==> config.mk <==
export PLATFORM = sky130hd
export DESIGN_NAME = hssl_cfg_bank
export DESIGN_NICKNAME = d
export VERILOG_FILES = /design/src/rtl/hssl_cfg_bank.sv
export SDC_FILE = /design/constraint.sdc
export NUM_CORES = 2
export LEC_CHECK = 0
export BUFFER_PORTS_ARGS = -buffer_cell sky130_fd_sc_hd__clkbuf_2
export CAP_MARGIN = 40
export CORE_AREA = 8 8 541 543
export CTS_CLUSTER_SIZE = 14
export DETAILED_ROUTE_END_ITERATION = 7
export DIE_AREA = 0 0 549 551
export PLACE_DENSITY = 0.56
export SETUP_SLACK_MARGIN = 0.05
export SYNTH_ARGS = -nofsm -noshare
export SYNTH_HDL_FRONTEND = slang
export SYNTH_SLANG_ARGS = --single-unit
==> constraint.sdc <==
create_clock -name clk -period 92.2 [get_ports clk]
set_clock_uncertainty 0.2 [all_clocks]
set_input_delay 18.44 -clock clk [delete_from_list [all_inputs] [get_ports clk]]
set_output_delay 18.44 -clock clk [all_outputs]
set_load 0.05 [all_outputs]
==> src/rtl/hssl_cfg_bank.sv <==
// HSSL configuration register bank: control, routing, mapper and counter registers
// reachable from an APB slave port and a higher-priority packet access port.
module hssl_cfg_bank #(
    parameter int unsigned NUM_HREGS = 1,
    parameter int unsigned NUM_RREGS = 16,
    parameter int unsigned NUM_CREGS = 2,
    parameter int unsigned NUM_MREGS = 4,
    parameter bit          CTR_SAT   = 1'b1,
    parameter bit          CTR_COR   = 1'b0
) (
    input  logic                        clk,
    input  logic                        reset,

    input  logic                        apb_psel_in,
    input  logic                        apb_penable_in,
    input  logic                        apb_pwrite_in,
    input  logic [39:0]                 apb_paddr_in,
    input  logic [31:0]                 apb_pwdata_in,
    output logic [31:0]                 apb_prdata_out,
    output logic                        apb_pready_out,
    output logic                        apb_pslverr_out,

    input  logic                        prx_vld_in,
    input  logic                        prx_wr_in,
    input  logic [7:0]                  prx_addr_in,
    input  logic [31:0]                 prx_data_in,
    output logic                        prx_rdy_out,
    output logic                        rsp_vld_out,
    output logic [31:0]                 rsp_data_out,
    input  logic                        rsp_rdy_in,

    input  logic [NUM_CREGS-1:0]        ctr_cnt_in,

    output logic [NUM_HREGS-1:0]        reg_hssl_out,
    output logic [NUM_RREGS-1:0][31:0]  reg_key_out,
    output logic [NUM_RREGS-1:0][31:0]  reg_mask_out,
    output logic [NUM_RREGS-1:0][2:0]   reg_route_out,
    output logic [NUM_MREGS-1:0][31:0]  reg_mpmsk_out,
    output logic [NUM_MREGS-1:0][4:0]   reg_mpsft_out
);

    localparam logic [2:0] SecH = 3'd0;
    localparam logic [2:0] SecK = 3'd1;
    localparam logic [2:0] SecM = 3'd2;
    localparam logic [2:0] SecR = 3'd3;
    localparam logic [2:0] SecC = 3'd4;
    localparam logic [2:0] SecA = 3'd5;
    localparam logic [2:0] SecS = 3'd6;

    localparam logic [31:0] OorData = 32'hdead_beef;

    typedef enum logic [1:0] {StIdle, StAccess, StDone} apb_state_e;

    function automatic logic in_range(input logic [2:0] sec, input logic [3:0] idx);
        logic [31:0] idx_w;
        idx_w = {28'd0, idx};
        case (sec)
            SecH:             in_range = idx_w < NUM_HREGS;
            SecK, SecM, SecR: in_range = idx_w < NUM_RREGS;
            SecC:             in_range = idx_w < NUM_CREGS;
            SecA, SecS:       in_range = idx_w < NUM_MREGS;
            default:          in_range = 1'b0;
        endcase
    endfunction

    // Register state
    logic [NUM_HREGS-1:0]       hssl_q;
    logic [NUM_RREGS-1:0][31:0] key_q;
    logic [NUM_RREGS-1:0][31:0] mask_q;
    logic [NUM_RREGS-1:0][2:0]  route_q;
    logic [NUM_CREGS-1:0][31:0] ctr_q;
    logic [NUM_MREGS-1:0][31:0] mpmsk_q;
    logic [NUM_MREGS-1:0][4:0]  mpsft_q;

    // Zero-extended read view of every section, padded to 16 entries
    logic [7:0][15:0][31:0] rd_tab;

    // APB side
    apb_state_e  state_q, state_d;
    logic [31:0] prdata_q;
    logic        pslverr_q;
    logic [2:0]  apb_sec;
    logic [3:0]  apb_idx;
    logic        apb_ok;
    logic        apb_do;
    logic [31:0] apb_rdata;
    logic        cor_en;

    // Packet side
    logic        rsp_vld_q;
    logic [31:0] rsp_data_q;
    logic [2:0]  pkt_sec;
    logic [3:0]  pkt_idx;
    logic        pkt_ok;
    logic        pkt_acc;
    logic [31:0] pkt_rdata;

    // Shared write port
    logic        wr_en;
    logic [2:0]  wr_sec;
    logic [3:0]  wr_idx;
    logic [31:0] wr_data;

    logic unused_addr_bits;
    assign unused_addr_bits = ^{apb_paddr_in[39:9], apb_paddr_in[1:0], prx_addr_in[7]};

    // Decode
    assign apb_sec = apb_paddr_in[8:6];
    assign apb_idx = apb_paddr_in[5:2];
    assign pkt_sec = prx_addr_in[6:4];
    assign pkt_idx = prx_addr_in[3:0];
    assign apb_ok  = in_range(apb_sec, apb_idx);
    assign pkt_ok  = in_range(pkt_sec, pkt_idx);

    assign apb_rdata = apb_ok ? rd_tab[apb_sec][apb_idx] : OorData;
    assign pkt_rdata = pkt_ok ? rd_tab[pkt_sec][pkt_idx] : OorData;

    assign prx_rdy_out = !rsp_vld_q || rsp_rdy_in;
    assign pkt_acc     = prx_vld_in && prx_rdy_out;

    // Any accepted packet access stalls the APB access phase
    assign apb_do = (state_q == StAccess) && !pkt_acc;
    assign cor_en = CTR_COR && apb_do && !apb_pwrite_in && apb_ok && (apb_sec == SecC);

    always_comb begin
        wr_en   = 1'b0;
        wr_sec  = pkt_sec;
        wr_idx  = pkt_idx;
        wr_data = prx_data_in;
        if (pkt_acc && prx_wr_in) begin
            wr_en = pkt_ok;
        end else if (apb_do && apb_pwrite_in) begin
            wr_en   = apb_ok;
            wr_sec  = apb_sec;
            wr_idx  = apb_idx;
            wr_data = apb_pwdata_in;
        end
    end

    // HSSL control bits
    for (genvar i = 0; i < 16; i++) begin : g_h
        if (i < NUM_HREGS) begin : g_reg
            always_ff @(posedge clk or posedge reset) begin
                if (reset) begin
                    hssl_q[i] <= 1'b0;
                end else if (wr_en && wr_sec == SecH && wr_idx == 4'(i)) begin
                    hssl_q[i] <= wr_data[0];
                end
            end
            assign rd_tab[SecH][i] = {31'd0, hssl_q[i]};
        end else begin : g_pad
            assign rd_tab[SecH][i] = '0;
        end
    end

    // Routing key/mask/route triples
    for (genvar i = 0; i < 16; i++) begin : g_r
        if (i < NUM_RREGS) begin : g_reg
            always_ff @(posedge clk or posedge reset) begin
                if (reset) begin
                    key_q[i]   <= '0;
                    mask_q[i]  <= '0;
                    route_q[i] <= '0;
                end else if (wr_en && wr_idx == 4'(i)) begin
                    case (wr_sec)
                        SecK:    key_q[i]   <= wr_data;
                        SecM:    mask_q[i]  <= wr_data;
                        SecR:    route_q[i] <= wr_data[2:0];
                        default: ;
                    endcase
                end
            end
            assign rd_tab[SecK][i] = key_q[i];
            assign rd_tab[SecM][i] = mask_q[i];
            assign rd_tab[SecR][i] = {29'd0, route_q[i]};
        end else begin : g_pad
            assign rd_tab[SecK][i] = '0;
            assign rd_tab[SecM][i] = '0;
            assign rd_tab[SecR][i] = '0;
        end
    end

    // Mapper mask/shift pairs
    for (genvar i = 0; i < 16; i++) begin : g_m
        if (i < NUM_MREGS) begin : g_reg
            always_ff @(posedge clk or posedge reset) begin
                if (reset) begin
                    mpmsk_q[i] <= '0;
                    mpsft_q[i] <= '0;
                end else if (wr_en && wr_idx == 4'(i)) begin
                    case (wr_sec)
                        SecA:    mpmsk_q[i] <= wr_data;
                        SecS:    mpsft_q[i] <= wr_data[4:0];
                        default: ;
                    endcase
                end
            end
            assign rd_tab[SecA][i] = mpmsk_q[i];
            assign rd_tab[SecS][i] = {27'd0, mpsft_q[i]};
        end else begin : g_pad
            assign rd_tab[SecA][i] = '0;
            assign rd_tab[SecS][i] = '0;
        end
    end

    // Diagnostic counters: write > clear-on-read > increment
    for (genvar i = 0; i < 16; i++) begin : g_c
        if (i < NUM_CREGS) begin : g_reg
            always_ff @(posedge clk or posedge reset) begin
                if (reset) begin
                    ctr_q[i] <= '0;
                end else if (wr_en && wr_sec == SecC && wr_idx == 4'(i)) begin
                    ctr_q[i] <= wr_data;
                end else if (cor_en && apb_idx == 4'(i)) begin
                    // An increment landing on the clearing cycle is not lost
                    ctr_q[i] <= {31'd0, ctr_cnt_in[i]};
                end else if (ctr_cnt_in[i]) begin
                    if (!(CTR_SAT && (&ctr_q[i]))) begin
                        ctr_q[i] <= ctr_q[i] + 32'd1;
                    end
                end
            end
            assign rd_tab[SecC][i] = ctr_q[i];
        end else begin : g_pad
            assign rd_tab[SecC][i] = '0;
        end
    end

    assign rd_tab[3'd7] = '0;

    // APB transfer FSM
    always_comb begin
        state_d = state_q;
        case (state_q)
            StIdle:   if (apb_psel_in && apb_penable_in) state_d = StAccess;
            StAccess: if (!pkt_acc) state_d = StDone;
            StDone:   state_d = StIdle;
            default:  state_d = StIdle;
        endcase
    end

    always_ff @(posedge clk or posedge reset) begin
        if (reset) begin
            state_q   <= StIdle;
            prdata_q  <= '0;
            pslverr_q <= 1'b0;
        end else begin
            state_q <= state_d;
            if (apb_do) begin
                prdata_q  <= apb_pwrite_in ? 32'd0 : apb_rdata;
                pslverr_q <= !apb_ok;
            end
        end
    end

    // Packet read response; a consumed response is replaced without a bubble
    always_ff @(posedge clk or posedge reset) begin
        if (reset) begin
            rsp_vld_q  <= 1'b0;
            rsp_data_q <= '0;
        end else if (pkt_acc && !prx_wr_in) begin
            rsp_vld_q  <= 1'b1;
            rsp_data_q <= pkt_rdata;
        end else if (rsp_vld_q && rsp_rdy_in) begin
            rsp_vld_q <= 1'b0;
        end
    end

    assign apb_prdata_out  = prdata_q;
    assign apb_pready_out  = (state_q == StDone);
    assign apb_pslverr_out = pslverr_q;
    assign rsp_vld_out     = rsp_vld_q;
    assign rsp_data_out    = rsp_data_q;

    assign reg_hssl_out  = hssl_q;
    assign reg_key_out   = key_q;
    assign reg_mask_out  = mask_q;
    assign reg_route_out = route_q;
    assign reg_mpmsk_out = mpmsk_q;
    assign reg_mpsft_out = mpsft_q;

endmodule

==> impl_metrics.toml <==
[clock_network]
cts_buffers = 171
clkTransAtPathRegs_ps = 60
cts-resized-gates = 0
cts_setup_buffers = 0
cts_root_buf = "clkbuf_16"
cts_tree = "done"
clk_path_buf_depth = 4
worstSkewPairLatency_ps = 900
cts_sinks = 1353
hold_buffers = 0
htree_levels = 4

[routing]
wire_per_inst_microns = 43.2
ant_nets = 0
vias = 79800
avgViaCountPerCell = 6.18
wirelength_mm = 558
drt_iter0_drc = 12800
drc = 1
drtPass1Iterations = 7

[placement]
port_buffers = 1376
dp_slack_ps = 54400
routabilityCongestion = 0.975
dp_hpwl_mm = 418
dp.cells = 12600
dpl_cell_area_sq_um = 86500

[setup_path]
crit_top_cell = "clkbuf_2"
cp-end-kind = "primary output"
worst-path-buf-inv = 3
rrSetupSlack_ps = 87760
crit_path_start = "rsp_rdy_in"
rr_worst_depth = 9
critPathMaxStageDelay_ps = 300
worstReg2RegStart = "state_q[0]$_DFFE_PP0P_"
cp-endpoint = "prx_rdy_out"
crit_type = "in -> out"
critPathArrivalTime_ps = 19180
path_depth = 4
regToRegEndpoint = "reg_mask_out[360]$_DFFE_PP0P_"
path_cells = "clkbuf_2 -> nor2b_4 -> inv_1 -> clkbuf_2"
critPathTopFamily = "buffers and inverters"
cp-start-kind = "input pin"
slowest_stage = "clkbuf_2"
cp.required_ps = 73560
crit_path_max_fanout = 6

[logic_synthesis]
synthFlopType = "dfrtp_1"
syn_nets = 8080
syn-instance-count = 7956
synth-edff-count = 0
seq_area_frac_synth = 0.454
syn_area_sq_um = 74600
avgSynthCellArea_sq_um = 9.37
synth_cell_types = 105
async_reset_ff_frac = 1.00
ys_seq_elements = 1353
yosysWarningCount = 0

[floorplanning]
die_area_sq_um = 302000
die_x_microns = 549
num_rows = 196
start_util = 0.263
die_h_microns = 551
core-area_sq_um = 284000
pin_count = 1411

[global_route]
grt_remaining_overflow = 0
grt_util_all_layers = 0.351
grt_max_degree = 156
grt_antenna_before_repair = 75
grt_pass1_vias = 73000
grt_pass1_wl_mm = 724

[sta]
max_slew_margin = 0.222
layout_setup_ws_ps = 54380
worstMarginPinSlew_ps = 1170
fin_crit_sh = 0.410
drv_slew = 0
holdWs_ps = 287
fmax_ghz = 0.0264
setup_viol = 0
setup-tns-final_ps = 0
hold_violations = 0
rsz0062_at_grt = "no"
finalCriticalPeriod_ps = 37820

[power_and_ir_drop]
vdd_drop_max_mv = 0.0147
p_leak_nw = 40.4
p_per_area_nw_per_um2 = 19.1
totalPowerFinal_mw = 1.77

[flow_run]
cap_violations = 0

[final_layout]
areaGrowthSynthToFinish_pct = 24.0
drive_gt1_frac = 0.267
utilization = 0.326
fin_area_sq_um = 92500
nets = 9102
multi_input_area_sq_um = 36400
regArea_sq_um = 33900
stdcell_count = 12900
fillers = 29500

[worst_hold_path]
hold_class = "reg -> reg"

[status]
failed_checks = "DRC"
outcome = "complete, but fails checks"
[cell type report]
cell class,instances,area share
antenna,41,0.00111
timing repair buffer,1717,0.113
tap,3762,0.0509
clock inverter,73,0.0106
inverter,296,0.0127
clock buffer,234,0.0530
multi-input combinational,5439,0.393
sequential,1353,0.366
[sequential cells by signal (all words and copies together), names as in the netlist, 2 cells and up]
signal and flops:
apb_prdata_out 32, ctr_q 64, reg_key_out 512, reg_mask_out 512, reg_mpmsk_out 128, reg_mpsft_out 20
reg_route_out 48, rsp_data_out 32, state_q 2
[worst min path at each step]
stage	from	end	slack [ps]	cells past startpoint
6_report	state_q[1]$_DFFE_PP0P_	state_q[0]$_DFFE_PP0P_	290	1
5_1_grt	apb_prdata_out[4]$_DFFE_PP0N_	apb_prdata_out[4]$_DFFE_PP0N_	310	1
4_1_cts	state_q[1]$_DFFE_PP0P_	state_q[0]$_DFFE_PP0P_	280	1
3_5_place_dp	state_q[1]$_DFFE_PP0P_	state_q[0]$_DFFE_PP0P_	270	1
3_3_place_gp	state_q[1]$_DFFE_PP0P_	state_q[0]$_DFFE_PP0P_	270	1
2_1_floorplan	state_q[1]$_DFFE_PP0P_	state_q[0]$_DFFE_PP0P_	210	1
[worst reg2reg max path, delay by kind of cell, from the launching register on]
family,cells,cell delay (ps)
buffers and inverters,4,2180
AOI/OAI and AO/OA,3,1050
and+or+nand+nor,2,450
DFF,1,440
[Yosys cell counts, types with 52 or more instances]
library cell,instances,share of area
dfrtp_1,1353,0.45
clkbuf_1,429,0.022
o221ai_1,111,0.013
o31ai_1,58,0.0058
nand2_1,1253,0.063
a31oi_1,52,0.0044
o21ai_1,187,0.013
a22oi_1,192,0.019
mux2i_1,206,0.028
o21ai_0,1124,0.075
o22ai_1,232,0.019
nor2_1,177,0.0089
buf_1,84,0.0042
mux2_2,126,0.019
inv_1,287,0.014
a221oi_1,379,0.045
mux4_2,138,0.042
a21oi_1,249,0.017
nor3_1,134,0.0090
buf_2,282,0.019
nand3_1,79,0.0053
[cells in the final DEF (no fill, tap or decap), types with 128 or more instances in the layout]
| cell | n |
|---|---|
| buf_4 | 253 |
| nand2_1 | 1253 |
| nor2_1 | 174 |
| a22oi_1 | 192 |
| mux4_2 | 138 |
| clkbuf_16 | 173 |
| dfrtp_1 | 1353 |
| o22ai_1 | 232 |
| a21oi_1 | 249 |
| o21ai_0 | 1121 |
| clkbuf_2 | 1365 |
| o21ai_1 | 188 |
| nor3_1 | 128 |
| inv_1 | 285 |
| mux2i_1 | 173 |
| a221oi_1 | 379 |
[cells by family after synthesis]
family	after synthesis	share of synthesized area
AO/OA/AOI/OAI	3025	0.270
AND/OR/NAND/NOR	1864	0.107
flip-flops	1353	0.454
buffers and inverters	1164	0.0681
multiplexers	498	0.0944
XOR/XNOR	50	0.00587
adder cells (fa/ha/maj)	2	0.000335
[metal layers]
metal	global-route usage	share of wire	vias to the layer above
li1	-	-	31700
met1	0.421	0.36	40200
met2	0.480	0.39	6712
met3	0.186	0.16	1212
met4	0.243	0.090	12
met5	0	0.00014	-
[power by group]
part / internal [mW] / switching (mW)
Clock: 0.424 / 0.301
Combinational: 0.0803 / 0.299
Sequential: 0.622 / 0.0392
Total: 1.13 / 0.639
No activity file was read; power rests on OpenSTA's default activity.
